## config.mk

```make
export PLATFORM = sky130hd
export DESIGN_NAME = sysid_check_ctrl
export DESIGN_NICKNAME = d
export VERILOG_FILES = /design/src/rtl/sysid_check_pkg.sv /design/src/rtl/sysid_check_timer.sv /design/src/rtl/sysid_check_ctrl.sv
export SDC_FILE = /design/constraint.sdc
export NUM_CORES = 1
export LEC_CHECK = 0
export CORE_AREA = 2 2 139 73
export DETAILED_ROUTE_END_ITERATION = 16
export DIE_AREA = 0 0 141 75
export PLACE_DENSITY_LB_ADDON = 0.15
export SYNTH_ARGS = -nofsm -noshare
export SYNTH_HDL_FRONTEND = slang
export SYNTH_SLANG_ARGS = --single-unit
```

## constraint.sdc

```tcl
create_clock -name clock -period 2.8 [get_ports clock]
set_input_delay 0.56 -clock clock [delete_from_list [all_inputs] [get_ports clock]]
set_output_delay 0.56 -clock clock [all_outputs]
set_load 0.05 [all_outputs]
```

## src/rtl/sysid_check_pkg.sv

```systemverilog
// Shared types and constants for the sysid check controller.
package sysid_check_pkg;

   localparam int unsigned CNT_W = 16;

   localparam logic ADDR_ID = 1'b0;
   localparam logic ADDR_TS = 1'b1;

   typedef enum logic [2:0] {
      IDLE,
      RD_ID,
      WT_ID,
      RD_TS,
      WT_TS,
      FIN
   } state_t;

endpackage

```

## src/rtl/sysid_check_timer.sv

```systemverilog
// Per-read response timer: counts enabled cycles since the last clear and
// flags expiry once the count reaches LIMIT-1.
module sysid_check_timer
   import sysid_check_pkg::*;
#(
   parameter logic [CNT_W-1:0] LIMIT = 16'd255
) (
   input  logic clock,
   input  logic reset,
   input  logic clear,
   input  logic enable,
   output logic expired
);

   localparam logic [CNT_W-1:0] ONE = {{(CNT_W-1){1'b0}}, 1'b1};

   logic [CNT_W-1:0] count;

   // Counter: clear has priority over increment.
   always_ff @(posedge clock or posedge reset) begin
      if (reset) begin
         count <= '0;
      end else if (clear) begin
         count <= '0;
      end else if (enable) begin
         count <= count + ONE;
      end
   end

   // >= rather than == so a count that passed LIMIT-1 on an accept edge
   // still expires during the following wait phase.
   assign expired = (count >= (LIMIT - ONE));

endmodule

```

## src/rtl/sysid_check_ctrl.sv

```systemverilog
// Sysid check controller: reads the ID and timestamp words from an
// Avalon-MM sysid slave, compares them against the expected values and
// reports sticky result flags with a one-cycle done pulse.
module sysid_check_ctrl
   import sysid_check_pkg::*;
#(
   parameter logic [31:0]      EXP_ID         = 32'h0000_0000,
   parameter logic [31:0]      EXP_TIMESTAMP  = 32'd1486262794,
   parameter logic [CNT_W-1:0] TIMEOUT_CYCLES = 16'd255
) (
   input  logic        clock,
   input  logic        reset,
   input  logic        start,
   output logic        avm_address,
   output logic        avm_read,
   input  logic        avm_waitrequest,
   input  logic [31:0] avm_readdata,
   input  logic        avm_readdatavalid,
   output logic        busy,
   output logic        done,
   output logic        pass,
   output logic        id_ok,
   output logic        ts_ok,
   output logic        timeout_err,
   output logic [31:0] id_value,
   output logic [31:0] ts_value
);

   state_t state;
   logic   tmr_clear;
   logic   tmr_enable;
   logic   tmr_expired;

   // Timer control: clear on entry to either read phase, run while a read
   // is outstanding.
   always_comb begin
      tmr_clear  = ((state == IDLE) && start) ||
                   ((state == WT_ID) && avm_readdatavalid);
      tmr_enable = (state == RD_ID) || (state == WT_ID) ||
                   (state == RD_TS) || (state == WT_TS);
   end

   sysid_check_timer #(
      .LIMIT (TIMEOUT_CYCLES)
   ) u_timer (
      .clock   (clock),
      .reset   (reset),
      .clear   (tmr_clear),
      .enable  (tmr_enable),
      .expired (tmr_expired)
   );

   // Check sequencer with registered bus strobes and result flags.
   always_ff @(posedge clock or posedge reset) begin
      if (reset) begin
         state       <= IDLE;
         avm_read    <= 1'b0;
         avm_address <= ADDR_ID;
         busy        <= 1'b0;
         done        <= 1'b0;
         pass        <= 1'b0;
         id_ok       <= 1'b0;
         ts_ok       <= 1'b0;
         timeout_err <= 1'b0;
         id_value    <= '0;
         ts_value    <= '0;
      end else begin
         done <= 1'b0;
         case (state)
            IDLE: begin
               if (start) begin
                  state       <= RD_ID;
                  busy        <= 1'b1;
                  avm_read    <= 1'b1;
                  avm_address <= ADDR_ID;
                  pass        <= 1'b0;
                  id_ok       <= 1'b0;
                  ts_ok       <= 1'b0;
                  timeout_err <= 1'b0;
               end
            end
            RD_ID: begin
               if (!avm_waitrequest) begin
                  state    <= WT_ID;
                  avm_read <= 1'b0;
               end else if (tmr_expired) begin
                  state       <= FIN;
                  avm_read    <= 1'b0;
                  timeout_err <= 1'b1;
               end
            end
            WT_ID: begin
               if (avm_readdatavalid) begin
                  state       <= RD_TS;
                  id_value    <= avm_readdata;
                  id_ok       <= (avm_readdata == EXP_ID);
                  avm_read    <= 1'b1;
                  avm_address <= ADDR_TS;
               end else if (tmr_expired) begin
                  state       <= FIN;
                  timeout_err <= 1'b1;
               end
            end
            RD_TS: begin
               if (!avm_waitrequest) begin
                  state    <= WT_TS;
                  avm_read <= 1'b0;
               end else if (tmr_expired) begin
                  state       <= FIN;
                  avm_read    <= 1'b0;
                  timeout_err <= 1'b1;
               end
            end
            WT_TS: begin
               if (avm_readdatavalid) begin
                  state    <= FIN;
                  ts_value <= avm_readdata;
                  ts_ok    <= (avm_readdata == EXP_TIMESTAMP);
               end else if (tmr_expired) begin
                  state       <= FIN;
                  timeout_err <= 1'b1;
               end
            end
            FIN: begin
               state <= IDLE;
               busy  <= 1'b0;
               done  <= 1'b1;
               pass  <= id_ok & ts_ok & ~timeout_err;
            end
            default: begin
               state    <= IDLE;
               busy     <= 1'b0;
               avm_read <= 1'b0;
            end
         endcase
      end
   end

endmodule

```

==> flow_summary.json, run 1 <==
{
  "status": "complete, no violations",
  "p_sw_mw": 3.356,
  "clk_latency_ns": 0.34,
  "hold_buffers": 0,
  "syn_avg_cell_area_um2": 12.60,
  "drive_gt1_share_pct": 18.65,
  "cts_resized": 0,
  "vias": 2898,
  "whs_path_depth": 1,
  "worst_slew_pin_slew_ns": 0.6305,
  "synth_edf_count": 0,
  "synthArstFlopShare_pct": 100.0,
  "slew-limit-headroom_pct": 57.88,
  "clk_pin_slew_worst_paths_ns": 0.07,
  "synth-seq-area-share_pct": 57.72,
  "cts_made_buffers": 9,
  "core_area_um2": 9290,
  "postCtsSetupBuffers": 0,
  "finalSetupViolCount": 0,
  "via_per_inst": 5.269,
  "power_density_nw_per_um2": 1328,
  "die_y_um": 75,
  "synth-seq-cells": 91,
  "yosys.cell_types.count": 46,
  "fin_crit_sh_pct": 78.75,
  "rsz0062_at_grt": "false",
  "grt_pass1_wl_mm": 15.53,
  "cp_data_required_time_ns": 3.06,
  "placed_area_um2": 5216,
  "grt_max_degree": 43,
  "seqPwrFrac_pct": 30.5,
  "syn2layout_area_growth_pct": 40.06,
  "synth_top_flop_cell": "dfrtp_1",
  "fin_tns_setup_ns": 0,
  "crit_fanout": 15,
  "firstDrtPassIters": 4,
  "r2r_slack_ns": 0.59,
  "io-pin-count": 109,
  "syn_inst": 313,
  "routed_wl_mm": 9.575,
  "min-delay-start": "avm_address",
  "fin_skew_ns": 0.006122,
  "initial_utilization_pct": 42.46,
  "gp_congestion": 0.8364,
  "swShare_pct": 45.73,
  "max-clock-path-buffers": 2,
  "critPathLaunchType": "flop",
  "period_minus_slack_ns": 2.205,
  "drt_iter0_markers": 181,
  "io_buffer_count": 108,
  "maxCapViolCount": 0,
  "hpwl_mm": 6.839,
  "hold_class": "flop to flop",
  "clkSinkCount": 91,
  "timing.rr.end": "u_timer.count[15]",
  "crit_path_end_kind": "flop",
  "htree_levels": 3,
  "ant_nets": 0,
  "grt_pass1_vias": 3068,
  "p_comb_share_pct": 52.5,
  "die_w_um": 141,
  "power.leakage_nw": 2.248,
  "track_usage_pct": 19.21,
  "hold_viol_final": 0,
  "num_rows": 25,
  "wire_per_inst_um": 17.41,
  "final_net_count": 463,
  "antennaDiodeCount": 0,
  "hold_path_end": "avm_address",
  "ir_worst_vdd_v": 0.0008221,
  "ys_warn_count": 0,
  "final_area_um2": 5525,
  "synth_nets": 352,
  "reg2reg_from": "state[0]",
  "cts.root.buffer_cell": "clkbuf_16",
  "syn_area_um2": 3945,
  "arrival_ns": 2.46,
  "worstRegToRegCells": 4,
  "route.detailed.drc": 0,
  "final_max_slew_viol_count": 0,
  "gr-total-overflow": 0,
  "die_area_um2": 10580,
  "fmax_ghz": 0.4535,
  "pwr-share-clk_pct": 17.1,
  "grt_antenna_before_repair": 0,
  "critical_path_class": "flop to flop",
  "cts_tree": "yes",
  "p_int_mw": 3.983
}
==> power groups by stage <==
| stage | Clock [mW] | Combinational (mW) | Sequential (mW) |
|---|---|---|---|
| 2_1_floorplan | 0 | 0.953 | 3.81 |
| 3_3_place_gp | 0 | 3.81 | 2.23 |
| 3_5_place_dp | 0 | 3.87 | 2.25 |
| 4_1_cts | 1.28 | 3.88 | 2.24 |
| 5_1_grt | 1.33 | 4.02 | 2.31 |
| 6_report | 1.25 | 3.85 | 2.24 |
==> Yosys cell counts, types with 2 or more instances <==
master	n	area, um^2
or4_1	8	60.06
nand2b_1	3	18.77
mux2_2	51	574.3
nand3_1	7	35.03
ha_1	2	25.02
dfrtp_1	91	2277
nand2_1	16	60.06
nor4_1	12	75.07
nor2_1	13	48.80
nand3b_1	2	15.01
or2_1	2	12.51
buf_2	8	40.04
o21a_1	3	22.52
a21oi_1	11	55.05
inv_1	7	26.28
o31ai_1	8	60.06
or3_1	4	25.02
nand4_1	6	37.54
clkbuf_1	6	22.52
nor3_1	2	10.01
mux2_1	14	157.7
xnor2_1	3	26.28
nor2b_1	2	12.51
o21ai_0	6	30.03
xor2_1	3	26.28
o22ai_1	3	18.77
==> per-layer routing <==
metal / global-route usage, % / up-vias / share of wire [%]
met5: 0 / - / 0
met4: 7.333 / 0 / 1.4
met3: 6.743 / 15 / 5.9
met2: 33.88 / 68 / 51
met1: 22.32 / 1444 / 42
li1: - / 1371 / -
==> placed cells by master (no fill, tap or decap), drive strengths merged, types with 3 or more instances in the layout <==
cell	Yosys	layout
nand2	16	16
nor3	3	3
o21ai	7	7
nand4	6	6
or4	9	9
mux2	65	65
nand3	9	9
or3	4	4
clkdlybuf4s50	0	108
xor2	3	3
buf	8	6
inv	8	10
nor4	13	13
nand2b	3	3
clkbuf	6	10
nor2	13	13
a21oi	11	11
dfrtp	91	91
o22ai	3	3
o31ai	8	8
o21a	3	3
xnor2	3	3
==> flip-flops by register name, summed over array words and instances, names as in the netlist <==
register / cells
id_value: 32
ts_value: 32
u_timer.count: 16
state: 3
avm_address: 1
avm_read: 1
busy: 1
done: 1
id_ok: 1
pass: 1
timeout_err: 1
ts_ok: 1
==> how the worst max path moves through the flow <==
stage	start	end	slack, ns	cells after the start
6_report	state[0]	u_timer.count[15]	0.59	4
5_1_grt	state[0]	u_timer.count[12]	0.43	4
4_1_cts	state[0]	u_timer.count[15]	0.61	4
3_5_place_dp	avm_readdatavalid	id_value[4]	0.53	5
3_3_place_gp	avm_readdatavalid	id_value[24]	0.56	5
2_1_floorplan	avm_readdatavalid	id_value[19]	0.95	4
==> cell families after synthesis <==
logic type / after synthesis / synth area share, %
DFF: 91 / 57.72
and+or+nand+nor: 87 / 12.85
muxes: 65 / 18.55
AOI/OAI and AO/OA: 40 / 6.565
buffers and inverters: 22 / 2.347
xor gates and xnor gates: 6 / 1.332
adders and majority gates: 2 / 0.6342
==> worst max-delay path, cell delays in order (launching register included) <==
cell     delay, ns
dfrtp_1       0.58
o21a_1        0.32
or3_1         0.53
or4_1         0.51
a21oi_1       0.18
==> cell type report <==
type / instances / area, um^2
clock buffers: 10 / 239.0
multi-input cells: 200 / 1590
well taps: 121 / 151.4
repair buffers: 114 / 1164
inverters: 8 / 33.78
clock inverters: 6 / 70.07
fillers: 753 / 3765
flip-flops and latches: 91 / 2277
==> stage by stage <==
step           hold WS (ns)  std cells  total power [mW]  utilization (%)  worst slack [ns]
6_report             0.4851        550             7.339            59.47            0.5950
5_1_grt              0.4970        550             7.667            59.47            0.4334
4_1_cts              0.4939        550             7.398            59.47            0.6119
3_5_place_dp         0.4786        534             6.121            56.15            0.5263
3_3_place_gp         0.4694        534             6.041            56.15            0.5614
2_1_floorplan        0.5102        313             4.768                -            0.9520
(Power assumes the default switching activity.)
==> run 2, diff against run 1 <==
--- a/config.mk
+++ b/config.mk
@@ -5,9 +5,9 @@
 export SDC_FILE = /design/constraint.sdc
 export NUM_CORES = 1
 export LEC_CHECK = 0
-export CORE_AREA = 2 2 139 73
+export CORE_AREA = 2 2 132 70
 export DETAILED_ROUTE_END_ITERATION = 16
-export DIE_AREA = 0 0 141 75
+export DIE_AREA = 0 0 134 72
 export PLACE_DENSITY_LB_ADDON = 0.15
 export SYNTH_ARGS = -nofsm -noshare
 export SYNTH_HDL_FRONTEND = slang
==> constraint.sdc (replaced) <==
create_clock -name clock -period 2.1 [get_ports clock]
set_input_delay 0.42 -clock clock [delete_from_list [all_inputs] [get_ports clock]]
set_output_delay 0.42 -clock clock [all_outputs]
set_load 0.05 [all_outputs]
==> flow_summary.json, run 2 (synthesis results as in run 1) <==
{
  "critical_path_class": "flop to primary output",
  "cts.root.buffer_cell": "clkbuf_16",
  "fin_skew_ns": 0.004003,
  "cp_data_required_time_ns": 1.68,
  "period_minus_slack_ns": 1.989,
  "crit_fanout": 3,
  "vias": 3007,
  "track_usage_pct": 22.18,
  "slew-limit-headroom_pct": 61.55,
  "firstDrtPassIters": 4,
  "num_rows": 24,
  "io-pin-count": 109,
  "crit_buf_inv": 1,
  "mostFrequentLayoutCell": "clkdlybuf4s50_1",
  "die_y_um": 72,
  "max-clock-path-buffers": 2,
  "power_density_nw_per_um2": 1739,
  "arrival_ns": 1.57,
  "wire_per_inst_um": 17.91,
  "fmax_ghz": 0.5027,
  "ant_nets": 0,
  "worst_slew_pin_slew_ns": 0.5750,
  "status": "complete, no violations",
  "grt_pass1_wl_mm": 16.42,
  "critPathMaxStageDelay_ns": 0.83,
  "clk_latency_ns": 0.33,
  "via_per_inst": 5.360,
  "power.leakage_nw": 2.297,
  "fillers": 642,
  "cts_tree": "yes",
  "gr-total-overflow": 0,
  "hold_class": "flop to flop",
  "io_buffer_count": 108,
  "ir_worst_vdd_v": 0.0009873,
  "crit_path_end_kind": "primary output",
  "final_net_count": 479,
  "finalSetupViolCount": 0,
  "cts_made_buffers": 9,
  "final_max_slew_viol_count": 0,
  "drive_gt1_share_pct": 20.95,
  "clkSinkCount": 91,
  "grt_pass1_vias": 2952,
  "die_area_um2": 9648,
  "grt_max_degree": 92,
  "routed_wl_mm": 10.05,
  "fin_tns_setup_ns": 0,
  "path_delay_family": "buffers and inverters",
  "critPathLaunchType": "flop",
  "grt_antenna_before_repair": 0,
  "die_w_um": 134,
  "hold_viol_final": 0,
  "rsz0062_at_grt": "false",
  "antennaDiodeCount": 0,
  "top_regs": "id_value (32), ts_value (32), u_timer.count (16)",
  "route.detailed.drc": 0,
  "dp_cells": 546,
  "stdcell_count": 561,
  "gp_congestion": 0.9230,
  "maxCapViolCount": 0,
  "core_area_um2": 8438,
  "clk_pin_slew_worst_paths_ns": 0.06,
  "slowest_stage": "clkdlybuf4s50_1",
  "final_cell_mix": "clkdlybuf4s50_1, dfrtp_1, mux2_2, buf_4, nand2_1",
  "hpwl_mm": 7.340,
  "htree_levels": 3,
  "path_cells": "clkdlybuf4s50_1",
  "fin_crit_sh_pct": 94.72,
  "syn2layout_area_growth_pct": 41.64,
  "initial_utilization_pct": 46.75,
  "drt_iter0_markers": 133
}
## run 2: what timing repair did
action,CTS,global route
hold buffers,0,0
endpoints found under the setup margin,0,1
resized for setup,0,1
hold endpoints to repair,0,0
buffers inserted,0,0
## run 2: final timing paths
path	slack (ns)	endpoint	cells past startpoint	startpoint
max in group asynchronous	1.13	id_value[11]	3	reset
worst min register to register	0.49	id_value[3]	1	id_value[3]
worst max register to register	0.19	u_timer.count[15]	4	u_timer.count[3]
worst min-delay path	0.49	id_value[3]	1	id_value[3]
min in group asynchronous	0.55	ts_value[30]	3	reset
worst max-delay path	0.11	id_ok	1	id_ok
## run 2: area by class of cell
| type | count | area (um^2) | area share [%] |
|---|---|---|---|
| multi-input combinational | 200 | 1595 | 28.55 |
| inverter | 8 | 33.78 | 0.6046 |
| clock buffer | 13 | 240.2 | 4.299 |
| clock inverter | 2 | 13.76 | 0.2463 |
| tap | 117 | 146.4 | 2.620 |
| timing repair buffer | 130 | 1281 | 22.93 |
| sequential | 91 | 2277 | 40.75 |
## run 2: power breakdown
group | internal (mW) | switching, mW | total [mW]
Clock | 0.797 | 0.606 | 1.40
Combinational | 2.00 | 3.42 | 5.42
Sequential | 2.46 | 0.428 | 2.89
## run 2: layer usage
| metal | up-vias | wire length [um] | global-route usage [%] |
|---|---|---|---|
| met3 | 5 | 835 | 8.875 |
| li1 | 1400 | - | - |
| met2 | 103 | 3990 | 29.23 |
| met5 | - | 0 | 0 |
| met4 | 0 | 46 | 4.728 |
| met1 | 1499 | 5174 | 34.01 |
## run 2: through the flow
| stage | setup slack, ns | utilization, % | power, mW | instance area, um^2 | hold WS [ns] |
|---|---|---|---|---|---|
| after floorplan | 0.2560 | - | 6.357 | 3949 | 0.5102 |
| after global routing | 0.07781 | 66.22 | 10.21 | 5588 | 0.5066 |
| final | 0.1109 | 66.22 | 9.717 | 5588 | 0.4867 |
| after global placement | -0.0002582 | 63.15 | 8.247 | 5329 | 0.4679 |
| after detailed placement | -0.03345 | 63.15 | 8.338 | 5329 | 0.4781 |
| after CTS | 0.09143 | 66.16 | 9.786 | 5583 | 0.4915 |
